`src/rtl/priority_arbiter_pkg.sv`:
```
// Shared types and helpers for the priority_arbiter block.
package priority_arbiter_pkg;

  typedef enum logic {
    ARB_IDLE  = 1'b0,
    ARB_GRANT = 1'b1
  } arb_state_t;

  // Binary index width for a given requester count (never below 1 bit).
  function automatic int idx_width(input int width);
    return (width <= 1) ? 1 : $clog2(width);
  endfunction

endpackage

```
`src/rtl/lsb_isolate.sv`:
```
// Combinational lowest-set-bit isolation: one-hot result, binary index, zero flag.
module lsb_isolate
  import priority_arbiter_pkg::*;
#(
  parameter int WIDTH = 16
) (
  input  logic [WIDTH-1:0]            vec_i,
  output logic [WIDTH-1:0]            onehot_o,
  output logic [idx_width(WIDTH)-1:0] idx_o,
  output logic                        zero_o
);

  localparam int IDX_W = idx_width(WIDTH);

  assign onehot_o = vec_i & (~vec_i + WIDTH'(1));
  assign zero_o   = (vec_i == '0);

  // NOTE: idx_o gets a default before the loop so no path leaves it unassigned (no latch).
  always_comb begin
    idx_o = '0;
    for (int i = 0; i < WIDTH; i++) begin
      if (onehot_o[i]) idx_o = IDX_W'(i);
    end
  end

endmodule

```
`src/rtl/priority_arbiter.sv`:
```
// One-hot registered grant arbiter with hold timeout.
// Define PRIORITY_ARBITER_RR_EN for round-robin selection; default is fixed priority.
module priority_arbiter
  import priority_arbiter_pkg::*;
#(
  parameter int WIDTH    = 16,
  parameter int MAX_HOLD = 8
) (
  input  logic                        clk_i,
  input  logic                        arstn_i,
  input  logic [WIDTH-1:0]            req_i,
  input  logic [WIDTH-1:0]            done_i,
  output logic [WIDTH-1:0]            gnt_o,
  output logic [idx_width(WIDTH)-1:0] gnt_idx_o,
  output logic                        gnt_val_o,
  output logic                        timeout_o
);

  localparam int IDX_W = idx_width(WIDTH);
  localparam int CNT_W = $clog2(MAX_HOLD + 1);

  arb_state_t       r_state, w_state_nxt;
  logic [WIDTH-1:0] r_gnt, w_gnt_nxt;
  logic [IDX_W-1:0] r_idx, w_idx_nxt;
  logic [CNT_W-1:0] r_cnt, w_cnt_nxt;
  logic             r_val, r_timeout, w_timeout_nxt;

  logic [WIDTH-1:0] w_win_oh;
  logic [IDX_W-1:0] w_win_idx;
  logic             w_release;

`ifdef PRIORITY_ARBITER_RR_EN
  logic [IDX_W-1:0] r_last;
  logic [WIDTH-1:0] w_mask, w_oh_m, w_oh_u;
  logic [IDX_W-1:0] w_idx_m, w_idx_u;
  logic             w_zero_m, w_zero_u;

  // Only requesters strictly above the previous owner get first pick.
  always_comb begin
    w_mask = '0;
    for (int i = 0; i < WIDTH; i++) w_mask[i] = (i > int'(r_last));
  end

  lsb_isolate #(.WIDTH(WIDTH)) u_iso_masked (
    .vec_i(req_i & w_mask), .onehot_o(w_oh_m), .idx_o(w_idx_m), .zero_o(w_zero_m)
  );
  lsb_isolate #(.WIDTH(WIDTH)) u_iso_plain (
    .vec_i(req_i), .onehot_o(w_oh_u), .idx_o(w_idx_u), .zero_o(w_zero_u)
  );

  assign w_win_oh  = w_zero_m ? w_oh_u  : w_oh_m;
  assign w_win_idx = w_zero_m ? w_idx_u : w_idx_m;

  always_ff @(posedge clk_i or negedge arstn_i) begin
    if (!arstn_i)                                r_last <= IDX_W'(WIDTH - 1);
    else if (r_state == ARB_IDLE && |req_i)      r_last <= w_win_idx;
  end
`else
  logic w_zero_u;

  lsb_isolate #(.WIDTH(WIDTH)) u_iso_plain (
    .vec_i(req_i), .onehot_o(w_win_oh), .idx_o(w_win_idx), .zero_o(w_zero_u)
  );
`endif

  assign w_release = done_i[r_idx] | ~req_i[r_idx];

  always_comb begin
    w_state_nxt   = r_state;
    w_gnt_nxt     = r_gnt;
    w_idx_nxt     = r_idx;
    w_cnt_nxt     = r_cnt;
    w_timeout_nxt = 1'b0;
    case (r_state)
      ARB_IDLE: begin
        if (|req_i) begin
          w_state_nxt = ARB_GRANT;
          w_gnt_nxt   = w_win_oh;
          w_idx_nxt   = w_win_idx;
          w_cnt_nxt   = CNT_W'(1);
        end
      end
      ARB_GRANT: begin
        // Release outranks expiry, so a same-cycle done never reports a timeout.
        if (w_release || r_cnt == CNT_W'(MAX_HOLD)) begin
          w_state_nxt   = ARB_IDLE;
          w_gnt_nxt     = '0;
          w_idx_nxt     = '0;
          w_cnt_nxt     = '0;
          w_timeout_nxt = ~w_release;
        end else begin
          w_cnt_nxt = r_cnt + CNT_W'(1);
        end
      end
      default: begin
        w_state_nxt = ARB_IDLE;
        w_gnt_nxt   = '0;
        w_idx_nxt   = '0;
        w_cnt_nxt   = '0;
      end
    endcase
  end

  // NOTE: state registers use non-blocking assignments so every flop samples pre-edge values.
  always_ff @(posedge clk_i or negedge arstn_i) begin
    if (!arstn_i) begin
      r_state   <= ARB_IDLE;
      r_gnt     <= '0;
      r_idx     <= '0;
      r_cnt     <= '0;
      r_val     <= 1'b0;
      r_timeout <= 1'b0;
    end else begin
      r_state   <= w_state_nxt;
      r_gnt     <= w_gnt_nxt;
      r_idx     <= w_idx_nxt;
      r_cnt     <= w_cnt_nxt;
      r_val     <= |w_gnt_nxt;
      r_timeout <= w_timeout_nxt;
    end
  end

  assign gnt_o     = r_gnt;
  assign gnt_idx_o = r_idx;
  assign gnt_val_o = r_val;
  assign timeout_o = r_timeout;

endmodule

```
`config.mk`:
```
export PLATFORM = sky130hd
export DESIGN_NAME = priority_arbiter
export DESIGN_NICKNAME = d
export VERILOG_FILES = /design/src/rtl/priority_arbiter_pkg.sv /design/src/rtl/lsb_isolate.sv /design/src/rtl/priority_arbiter.sv
export SDC_FILE = /design/constraint.sdc
export NUM_CORES = 1
export LEC_CHECK = 0
export CAP_MARGIN = 20
export CORE_MARGIN = 2
export CORE_UTILIZATION = 51
export CTS_BUF_LIST = sky130_fd_sc_hd__clkbuf_8
export DETAILED_ROUTE_END_ITERATION = 10
export GPL_TIMING_DRIVEN = 0
export HOLD_SLACK_MARGIN = 0.15
export PLACE_DENSITY = 0.88
export SYNTH_ARGS = -nofsm -noshare
export SYNTH_HDL_FRONTEND = slang
export SYNTH_SLANG_ARGS = --single-unit
```
`constraint.sdc`:
```
create_clock -name clk_i -period 3.6 [get_ports clk_i]
set_input_delay 0.72 -clock clk_i [delete_from_list [all_inputs] [get_ports clk_i]]
set_output_delay 0.72 -clock clk_i [all_outputs]
set_load 0.02 [all_outputs]
```
==> flow_summary.toml <==
[critical_path]
cp-start-kind = "input pin"
r2r_start = "gnt_idx_o[0]"
ff2ff_path_depth = 9
critPathMaxFanout = 10
reg2reg_setup_slack_ps = 1290
worstSetupStartpoint = "req_i[4]"
crit_type = "in2reg"
cp-endpoint = "gnt_idx_o[1]"
required_ps = 3790
worstPathArrival_ps = 3220
timing.rr.end = "gnt_o[9]"
worst_setup_path_end_kind = "flip-flop"

[floorplanning]
die-area_um2 = 3750
io_pins = 56
coreArea_um2 = 3080
start_util_pct = 54.2
rows = 20
die_h_um = 61.2
dieWidth_um = 61.2

[cells_and_area]
fillers = 239
final_common_cell = "clkdlybuf4s50_1"
area_growth_pct = 39.3
diodes = 0
post-route-cell-area_um2 = 2320
regArea_um2 = 676
multi_input_area_um2 = 918
drive_above_1_share_pct = 6.69
final_cell_mix = "54 x clkdlybuf4s50_1, 27 x dfrtp_1, 20 x nor2_1"
final_net_count = 276

[grt]
grt_max_degree = 15
grt_pass1_vias = 1760
grt_overflow_total = 0
grt_pass1_wl_um = 8240
track_usage_pct = 29.7
antenna_found_initial = 0

[timing]
timing.slew.headroom_pct = 54.1
worstMarginPinSlew_ps = 687
fin_crit_sh_pct = 84.2
fin_crit_ps = 3030
drv_slew = 0
setup_viol = 0
fin_ws_ps = 570
hold_viol = 0
holdWs_ps = 520
fin_tns_setup_ps = 0
skew_ps = 1.44
max_freq_ghz = 0.330
rsz0062_at_grt = "no"

[route]
drtAntennaViolNets = 0
dr.pass1.iters = 4
wirelength_met1_um = 2190
top_layer = "met4"
drt_iter0_drc = 80
drc = 0
wl_met2_um = 2510
wl_per_cell_um = 18.5
dr_wl_met3_um = 462
num_vias = 1762
wl_um = 5240
routed_via_density = 6.23

[worst_hold_path]
hold_path.class = "reg2reg"

[place]
post-dp-hpwl_um = 4060
dp_slack_ps = 343
placed_cell_area_um2 = 2280
io_buffers = 54
finalWeightedCongestion = 0.916

[clocking]
clockRootBuffer = "clkbuf_8"
cts_resized = 0
clk_pin_slew_ps = 100
cts_tree = "built"
clkSinkCount = 27
cts-buffers-inserted = 3
cts_hold_buf = 0
clkLatencyLatePin_ps = 270
clock_path_buffers = 2
post_cts_buffers = 0
htree_levels = 1

[logic_synthesis]
synth-main-ff-cell = "dfrtp_1"
ys_seq_elements = 27
avgSynthCellArea_um2 = 9.27
synth_cells = 180
synth_fp_nets = 216
synthArstFlopShare_pct = 100
ys_types = 46
yosys.area.top_type = "dfrtp_1"
synth_area_leaders = "dfrtp_1 40%, nor2_1 4.5%, a22o_1 4.2%, a32o_1 3.0%, o21ai_0 2.7%"
ys_warn_count = 0
synth-edff-count = 0
synth_top_area_share_pct = 40.5
seq_area_frac_synth_pct = 40.5
syn_area_um2 = 1670

[power]
power.density_nw_per_um2 = 390
power_w = 0.000906
peakVddDrop_v = 0.000267
leakage_nw = 0.954

[job]
maxCapViolCount = 0

[run_status]
status = "complete, no violations"
## cells in the mapped netlist, drive strengths merged, types with 2 or more instances
master,instances
nor4,8
nand3,3
nor2,21
a21oi,7
nor2b,2
nand2,12
a21o,3
nor4b,3
nor3,6
a211oi,2
nor4bb,2
nor3b,5
a21boi,2
nand3b,6
ha,2
a32o,5
and3b,5
o2bb2ai,5
buf,6
a22o,8
nand4b,2
nand2b,4
dfrtp,27
inv,8
o21ai,10
nand4,2
## how the worst min path moves through the flow
stage | slack, ps | cells after the start | endpoint | from
after floorplan | 420 | 0 | gnt_idx_o[0] | arstn_i
after global placement | 470 | 1 | r_cnt[2] | r_cnt[2]
after detailed placement | 500 | 1 | r_cnt[2] | r_cnt[2]
after CTS | 510 | 1 | r_cnt[2] | r_cnt[2]
after global routing | 540 | 1 | r_cnt[2] | r_cnt[2]
final | 520 | 1 | r_cnt[2] | r_cnt[2]
## critical path: stages
cell and delay [ps]:
clkdlybuf4s50_1 530, nor4_2 610, and2_2 300, nand3_1 190
nor2_2 270, or2_1 190, buf_6 140, buf_6 140
o2bb2ai_1 130
## power by group
group	switching (W)	internal (W)	total [W]
registers	0.0000446	0.000338	0.000382
clock network	0.0000971	0.0000765	0.000174
logic	0.000188	0.000162	0.000351
## layer usage
layer / up-vias / GRT usage [%]
met1: 853 / 38.6
met4: 0 / 9.32
met3: 10 / 4.83
li1: 801 / -
met5: - / 0
met2: 98 / 50.5
## flip-flops by register name, indices dropped and copies added, names as in the netlist
signal	count
gnt_val_o	1
timeout_o	1
r_cnt	4
gnt_idx_o	4
gnt_o	16
r_state	1
## cell families after synthesis
family	share of synthesized area, %
compound gates	21.5
fa+ha+maj	1.50
buf+inv	4.50
flops	40.5
mux	0.600
simple gates	31.4
## final cells by class
cell class	instances	share of cell area, %
Multi-Input combinational cell	139	39.5
Tap cell	44	2.37
Clock buffer	3	1.78
Clock inverter	1	0.161
Buffer	6	1.94
Inverter	8	1.29
Timing Repair Buffer	55	23.9
Sequential cell	27	29.1
## through the flow
step | instances | utilization [%]
2_1_floorplan | 180 | -
3_3_place_gp | 278 | 73.6
3_5_place_dp | 279 | 74.1
4_1_cts | 283 | 75.5
5_1_grt | 283 | 75.5
6_report | 283 | 75.5
Power figures use the tool's default switching activity.
